### config.mk
export PLATFORM = sky130hd
export DESIGN_NAME = tdc_measure_ctrl
export DESIGN_NICKNAME = d
export VERILOG_FILES = /design/src/rtl/tdc_ctrl_pkg.sv /design/src/rtl/tdc_therm2bin.sv /design/src/rtl/tdc_measure_ctrl.sv
export SDC_FILE = /design/constraint.sdc
export NUM_CORES = 1
export LEC_CHECK = 0
export CAP_MARGIN = 10
export CORE_MARGIN = 2
export CORE_UTILIZATION = 43
export DETAILED_ROUTE_END_ITERATION = 8
export DONT_BUFFER_PORTS = 1
export HOLD_SLACK_MARGIN = 0.06
export PLACE_DENSITY = 0.68
export SETUP_SLACK_MARGIN = 0.05
export SLEW_MARGIN = 30
export SYNTH_ARGS = -nofsm -noshare
export SYNTH_HDL_FRONTEND = slang
export SYNTH_SLANG_ARGS = --single-unit
### constraint.sdc
create_clock -name clk -period 32.6 [get_ports clk]
set_input_delay 1.63 -clock clk [delete_from_list [all_inputs] [get_ports clk]]
set_output_delay 1.63 -clock clk [all_outputs]
set_load 0.02 [all_outputs]
### src/rtl/tdc_ctrl_pkg.sv
// rtl/tdc_ctrl_pkg.sv - shared state encoding and width helpers for the TDC measurement sequencer
package tdc_ctrl_pkg;

  typedef enum logic [2:0] {
    IDLE,
    ARM,
    LAUNCH,
    WAIT,
    CAPTURE,
    DONE
  } state_t;

  // Width of a single tap count: 0..TAPS inclusive.
  function automatic int tap_w(input int taps);
    return $clog2(taps + 1);
  endfunction

  // Accumulator holds 2^log2_avg full-scale counts without overflow.
  function automatic int acc_w(input int taps, input int log2_avg);
    return tap_w(taps) + log2_avg;
  endfunction

endpackage

### src/rtl/tdc_therm2bin.sv
// rtl/tdc_therm2bin.sv - thermometer snapshot to tap count, flags non-clean codes
module tdc_therm2bin
  import tdc_ctrl_pkg::*;
#(
  parameter int TAPS = 32
) (
  input  logic [TAPS-1:0]        therm,
  output logic [tap_w(TAPS)-1:0] count,
  output logic                   bubble
);

  localparam int TAP_W = tap_w(TAPS);

  logic seen_zero;

  // Count the unbroken run of ones from bit0; any one past the first zero is a bubble.
  always_comb begin
    count     = '0;
    bubble    = 1'b0;
    seen_zero = 1'b0;
    for (int i = 0; i < TAPS; i++) begin
      if (!therm[i])
        seen_zero = 1'b1;
      else if (seen_zero)
        bubble = 1'b1;
      else
        count = count + TAP_W'(1);
    end
  end

endmodule

### src/rtl/tdc_measure_ctrl.sv
// rtl/tdc_measure_ctrl.sv - launch/capture sequencer averaging N TDC samples per measurement
module tdc_measure_ctrl
  import tdc_ctrl_pkg::*;
#(
  parameter int TAPS     = 32,
  parameter int SETTLE   = 4,
  parameter int LOG2_AVG = 3,
  parameter int CNT_W    = 8
) (
  input  logic             clk,
  input  logic             rst_n,
  input  logic             start,
  input  logic [1:0]       chan_sel,
  output logic             busy,
  output logic [1:0]       tdc_chan,
  output logic             tdc_launch,
  input  logic [TAPS-1:0]  tdc_therm,
  output logic             res_valid,
  input  logic             res_ready,
  output logic [CNT_W-1:0] res_count,
  output logic [1:0]       res_chan,
  output logic             res_bubble
);

  localparam int TAP_W  = tap_w(TAPS);
  localparam int ACC_W  = acc_w(TAPS, LOG2_AVG);
  localparam int WAIT_W = $clog2(SETTLE + 1);
  localparam logic [WAIT_W-1:0] WAIT_LOAD = WAIT_W'(SETTLE - 1);

  state_t               state;
  logic [ACC_W-1:0]     acc;
  logic [ACC_W-1:0]     acc_sum;
  logic [ACC_W-1:0]     avg;
  logic [LOG2_AVG-1:0]  smp_cnt;
  logic [WAIT_W-1:0]    wait_cnt;
  logic                 bubble_acc;
  logic [TAP_W-1:0]     conv_count;
  logic                 conv_bubble;
  logic [CNT_W-1:0]     sat_count;

  tdc_therm2bin #(.TAPS(TAPS)) u_therm2bin (
    .therm  (tdc_therm),
    .count  (conv_count),
    .bubble (conv_bubble)
  );

  // The final sample is folded in on the way into DONE, so the result uses acc_sum, not acc.
  always_comb begin
    acc_sum   = acc + ACC_W'(conv_count);
    avg       = acc_sum >> LOG2_AVG;
    sat_count = CNT_W'(avg);
    if ((avg >> CNT_W) != '0)
      sat_count = '1;
  end

  always_ff @(posedge clk) begin
    if (!rst_n) begin
      state      <= IDLE;
      busy       <= 1'b0;
      tdc_chan   <= '0;
      tdc_launch <= 1'b0;
      res_valid  <= 1'b0;
      res_count  <= '0;
      res_chan   <= '0;
      res_bubble <= 1'b0;
      acc        <= '0;
      smp_cnt    <= '0;
      wait_cnt   <= '0;
      bubble_acc <= 1'b0;
    end else begin
      tdc_launch <= 1'b0;
      case (state)
        IDLE: begin
          if (start) begin
            state      <= ARM;
            busy       <= 1'b1;
            tdc_chan   <= chan_sel;
            acc        <= '0;
            smp_cnt    <= '0;
            bubble_acc <= 1'b0;
          end
        end
        ARM: begin
          state      <= LAUNCH;
          tdc_launch <= 1'b1;
        end
        LAUNCH: begin
          state    <= WAIT;
          wait_cnt <= WAIT_LOAD;
        end
        WAIT: begin
          if (wait_cnt == '0)
            state <= CAPTURE;
          else
            wait_cnt <= wait_cnt - WAIT_W'(1);
        end
        CAPTURE: begin
          acc        <= acc_sum;
          bubble_acc <= bubble_acc | conv_bubble;
          if (&smp_cnt) begin
            state      <= DONE;
            res_valid  <= 1'b1;
            res_count  <= sat_count;
            res_chan   <= tdc_chan;
            res_bubble <= bubble_acc | conv_bubble;
          end else begin
            smp_cnt    <= smp_cnt + LOG2_AVG'(1);
            state      <= LAUNCH;
            tdc_launch <= 1'b1;
          end
        end
        DONE: begin
          if (res_ready) begin
            state     <= IDLE;
            busy      <= 1'b0;
            res_valid <= 1'b0;
          end
        end
        default: begin
          state     <= IDLE;
          busy      <= 1'b0;
          res_valid <= 1'b0;
        end
      endcase
    end
  end

endmodule

---- After elaboration in Yosys (flattened, before gate mapping) ----
Index checks and enable logic that the tools add are counted.
word-level totals
  flip-flop bits (word level) ............. 33
  input bits .............................. 38
  output and inout bits ................... 16
  logic and storage cells ................. 251
operators by class
  $add $sub $neg .......................... 34
  eq/ne operators ......................... 11
  muxes and demuxes ....................... 176
  bitwise operators ....................... 3
  reductions and logical operators ........ 15
operators by type and width
  kind                 number
  $mux 6               62
  $add 6x1->6 const B  30
  $mux 1               98
  $mux 3               7
  $pmux 3 s6           1
  $pmux 9 s2           1
  $reduce_and 3->1     5
  $ne 2x2->1 const B   6
  $pmux 3 s2           2
  $add 9x6->9          1
  $mux 9               1
  $reduce_or 4->1      2
  $eq 3x2->1 const B   2
  $eq 3x3->1 const B   2
  $logic_not 3->1      2
  $pmux 1 s3           2
  $reduce_and 2->1     3
  $pmux 1 s2           2
  $reduce_and 4->1     1
  $reduce_bool 2->1    2
  $add 3x1->3 const B  1
  $eq 3x1->1 const B   1
  $sub 3x1->3 const B  1
  $add 1x1->2 const B  1
  other kinds (2)      3

---- Depth between registers and ports, before layout ----
  word-level depth ........................ 96
  gate-level depth with buffers ........... 85
  mapped depth without buffers ............ 85

---- Cells and area by module ----
From an unflattened synthesis, not the netlist that was laid out.
unflattened totals
  cell total of the unflattened synthesis .. 1058
  area total of the unflattened synthesis .. 7518.5 µm²
modules (own cells, without submodules)
  module            instances  cells each  area an instance (µm²)  seq. area each (µm²)
  tdc_therm2bin     1          854         5789.3                  0.0
  tdc_measure_ctrl  1          204         1729.2                  660.6

---- Worst setup path after synthesis ----
OpenSTA, ideal clock, no wires.
  path kind ............................... input to register
  from .................................... in tdc_therm[0]
  to ...................................... reg acc[7]
  setup time .............................. 0.115 ns
  arrival time ............................ 14.985 ns
  data required time ...................... 32.485 ns
  setup slack ............................. 17.500 ns
  stages .................................. 83
  buffers on the path ..................... 0
  path through ............................ nand2_1 inv_1 ha_1 mux2_2 ha_1 inv_1 a21oi_1 ha_1 nand3_1 o21ai_0 a21oi_1 ha_1 o21ai_0 ha_1 a21oi_1 a211o_1 o211a_1 ha_1 [... 47 more ...] mux2i_1 o21ai_0 ha_1 nand2_1 xnor2_1 nand2_1 xor2_1 nor2_1 xnor2_1 ha_1 a21oi_1 o21bai_1 a21oi_1 nor2b_1 o21ai_0 xor2_1 o21ai_0 and2_1
on the way
  longest elaborated chain between the ends .. 96
  elaborated cells on any way between the ends .. 127
  classes of those cells .................. add/sub: 32; mux: 95
ends and longest elaborated chain
  item                    line                    text
  start: declaration      tdc_measure_ctrl.sv:17  input logic [TAPS-1:0] tdc_therm,
  $mux 1                  tdc_therm2bin.sv:22     if (!therm[i])
  $add 1x1->2             tdc_therm2bin.sv:27     count = count + TAP_W'(1);
  $mux 6                  tdc_therm2bin.sv:24     else if (seen_zero)
  $mux 6                  tdc_therm2bin.sv:22
  $add 6x1->6             tdc_therm2bin.sv:27
  $mux 6                  tdc_therm2bin.sv:24
  $mux 6                  tdc_therm2bin.sv:22
  $add 6x1->6             tdc_therm2bin.sv:27
  [... 80 more ...]       -
  $add 6x1->6             tdc_therm2bin.sv:27
  $mux 6                  tdc_therm2bin.sv:24
  $mux 6                  tdc_therm2bin.sv:22
  $add 6x1->6             tdc_therm2bin.sv:27
  $mux 6                  tdc_therm2bin.sv:24
  $mux 6 *                tdc_therm2bin.sv:22
  $add 9x6->9 *           tdc_measure_ctrl.sv:49  acc_sum = acc + ACC_W'(conv_count);
  $pmux 9 s2 *            tdc_measure_ctrl.sv:72  case (state)
  end signal: assignment  tdc_measure_ctrl.sv:98  acc <= acc_sum;
  end: declaration        tdc_measure_ctrl.sv:31  logic [ACC_W-1:0] acc;
Every way passes the cells marked *; elsewhere a longest branch is shown, timed or not.
A chain may end at the register's enable or synchronous reset.

---- Worst setup path after layout ----
Same ends and word-level chain as after synthesis.

==> summary.md <==
| Metric | Value |
|---|---|
| Number of max-cap violations | 0 |
| WL per Instance | between 10 and 15 microns |
| FP Rows | 45 |
| Share of the synthesized area in the top cell type | about a tenth |
| Die area | 16200 sq um |
| Worst Path Required | between 30 and 40 ns |
| Largest net degree at the start of global routing | 34 |
| Slowest cell on the critical path | a21oi_1 |
| First-pass GRT wire length | ~27 mm |
| Dpl cell area | between 6000 and 7000 sq um |
| Synth Instances | approximately 940 |
| Post-CTS Setup Repair Bufs | 0 |
| XOR/XNOR share of the synthesized area | roughly 14% |
| Root buffer cell | clkbuf_16 |
| Share of cells above drive strength 1 | around 4.8% |
| Status | finished clean |
| Most frequent CP cell | ha_1 |
| Mux cell area share after synthesis | 5.75% |
| Via count | around 6400 |
| WS Path Type | in -> reg |
| Final worst path period need | roughly 16 ns |
| Distinct cells, synth | a little under 90 |
| Mean Syn Cell Area | around 7.0 sq um |
| Overflow after GRT | 0 |
| Worst ir drop on vdd | 0.0281 mV |
| Vias per cell | 5.90 |
| Critical path startpoint category | input port |
| Crit. End Element | flop |
| Post-synth ARST share | 0% |
| Leakage | ~0.0026 uW |
| Pre-antenna DRT Iters | 5 |
| Io pins | 54 |
| Clk_skew | 0.00914 ns |
| Final instance area | a little under 7000 sq um |
| Tot GR Track Use | 19.5% |
| Vias in the first global route | between 5000 and 6000 |
| Complex-gate fraction of the synthesized area | 23.9% |
| Synth Area in Simple Gates | between 30% and 40% |
| Setup total negative slack | 0 ns |
| Max-Slew Margin vs Limit | a little under a third |
| Initial DRC count | 443 |
| Post-Route WL | 16.2 mm |
| Synth Area in Adders | slightly above 8% |
| PortBufs | 0 |
| Area grow syn2layout | 3.59% |
| Post-DP HPWL | 12.9 mm |
| Final nets | 980 |
| Worst slew pin tran | around 1.0 ns |
| EDFF count, synth | 0 |
| TritonCTS Sinks | 33 |
| Hold crit path type | reg -> reg |
| Core box area | ~15000 sq um |
| Post-synthesis sequential area ratio | roughly 10% |
| Most used flip-flop cell after synthesis | dfxtp_1 |
| Reg clk slew, reported paths | approximately 0.060 ns |
| Syn. warnings | 0 |
| Area leader, netlist | dfxtp_1 |
| Initial Util | between 40% and 50% |
| # hold bufs at CTS | 0 |
| Clock H-tree levels | 2 |
| Routability cong. | 0.940 |
| Worst-path maximum fanout | 8 |
| Resize count post-CTS | 0 |
| CP Data Arrival Time | between 15 and 20 ns |
| Initial antenna violation count | 0 |
| Post-DRT Antenna Nets | 0 |
| # setup viols final | 0 |
| Power Density | roughly 24 nW/um^2 |
| Worst-Skew Late Latency | between 0.2 and 0.3 ns |
| Area of the multi-input gates | approximately 5600 sq um |
| Top cells by area, synth | dfxtp_1 (10%), ha_1 (7.6%), nand2_1 (7.4%) |
| Post-Syn Area | between 6000 and 7000 sq um |
| FF+latch area | between 600 and 700 sq um |
| DRC errors left | 0 |
| RSZ-0062 raised after global routing | no |
| Die H | 127 microns |
| Final Util | roughly 45% |
| Final Hold Vio Count | 0 |
| TritonCTS clock tree | built |
| Largest family of logic cells by synthesized area | simple AND/OR/NAND/NOR gates |
| Worst path max stage delay | between 0.5 and 0.6 ns |
| Clock Path Buffers | 2 |
| TritonCTS Buffers | 5 |
| Die Wd | about 130 microns |
| Max Slew Vio Count | 0 |
| Number of diodes | 0 |
| Peak Freq | 0.0609 GHz |
| Seq cells post-synth | 33 |
| Fill count | 1548 |
| Crit share post-route | about half |
==> critical path, delay by kind of cell <==
kind | cells | cell delay (ns)
AO/OA/AOI/OAI | 26 | 4.62
XOR/XNOR | 4 | 0.59
adder cells (fa/ha/maj) | 18 | 5.00
buffers and inverters | 2 | 0.18
multiplexers | 8 | 1.52
AND/OR/NAND/NOR | 25 | 3.07
==> placed cells by master (no fill, tap or decap), drive strengths merged, types with 7 or more instances in the layout <==
master and count:
nand2 130, nor2 81, o21ai 61, xnor2 58
nand3 56, a21oi 48, ha 40, dfxtp 33
inv 33, xor2 28, mux2i 27, nor3 25
nor2b 21, and2 21, and3 18, a21boi 16
nand2b 12, nand4 12, nor4 11, a31oi 10
a211oi 9, a21o 9, o22ai 8, o21a 8
mux2 8, and4 7, o211a 7
==> path summary, 6_finish.rpt <==
path	startpoint	end	slack [ns]	cells after the start
max	tdc_therm[0]	acc[7]	16.19	83
max reg2reg	acc[0]	acc[8]	30.35	12
min	acc[5]	acc[5]	0.49	2
min reg2reg	acc[5]	acc[5]	0.49	2
==> through the flow <==
stage | hold slack [ns] | instances | setup slack, ns | power (uW)
6_report | 0.489 | 1090 | 16.19 | 161
5_1_grt | 0.526 | 1090 | 14.97 | 172
3_3_place_gp | 0.471 | 1082 | 16.50 | 99.7
4_1_cts | 0.490 | 1090 | 16.34 | 162
3_5_place_dp | 0.482 | 1082 | 16.09 | 100
2_1_floorplan | 0.456 | 940 | 17.50 | 94.8
==> synthesized netlist by cell type (6+ instances only) <==
master / instances
nor4_1: 11
o211a_1: 6
xor2_1: 24
o21a_1: 8
inv_1: 32
xnor2_1: 54
a31oi_1: 10
nand3_1: 53
a211oi_1: 9
dfxtp_1: 33
o211ai_1: 6
mux2_2: 7
o22ai_1: 8
o21ai_0: 59
a22oi_1: 6
nor2_1: 80
and2_1: 21
ha_1: 40
buf_2: 6
a21boi_0: 15
nor2b_1: 21
clkbuf_1: 35
and4_1: 7
nor3_1: 25
a21o_1: 9
nor3b_1: 6
mux2i_1: 26
nand2b_1: 12
a21oi_1: 47
nand4_1: 12
nand2_1: 130
o31ai_1: 6
and3_1: 18
==> area by class of cell <==
| cell class | instances | area share, % |
|---|---|---|
| sequential | 33 | 9.74 |
| tap | 188 | 3.47 |
| clock buffer | 5 | 1.84 |
| clock inverter | 3 | 0.959 |
| inverter | 33 | 1.83 |
| multi-input combinational | 828 | 82.2 |
==> power breakdown <==
| group | switching [uW] | internal [uW] | total [uW] |
|---|---|---|---|
| registers | 4.52 | 43.0 | 47.5 |
| logic | 30.3 | 22.7 | 53.0 |
| clock network | 17.2 | 43.6 | 60.8 |
| total | 52.0 | 109 | 161 |
==> registers in the layout, summed over array words and instances (netlist names) <==
register	cells
acc	9
bubble_acc	1
busy	1
res_bubble	1
res_chan	2
res_count	6
res_valid	1
smp_cnt	3
state	3
tdc_chan	2
tdc_launch	1
wait_cnt	3
==> layer usage <==
metal	vias up	GRT usage (%)	wire [microns]
met1	2944	27.3	7910
met2	159	32.1	7240
li1	3308	-	-
met4	0	4.40	231
met3	18	2.60	785
met5	-	0	0
==> kinds of logic after synthesis <==
| kind of cell | count (synthesis) |
|---|---|
| AO/OA/AOI/OAI | 232 |
| XOR/XNOR | 91 |
| adder cells (fa/ha/maj) | 43 |
| buffers and inverters | 79 |
| flip-flops | 33 |
| multiplexers | 35 |
| other | 1 |
| AND/OR/NAND/NOR | 425 |
Note: power is estimated with default switching activity, not from simulation.
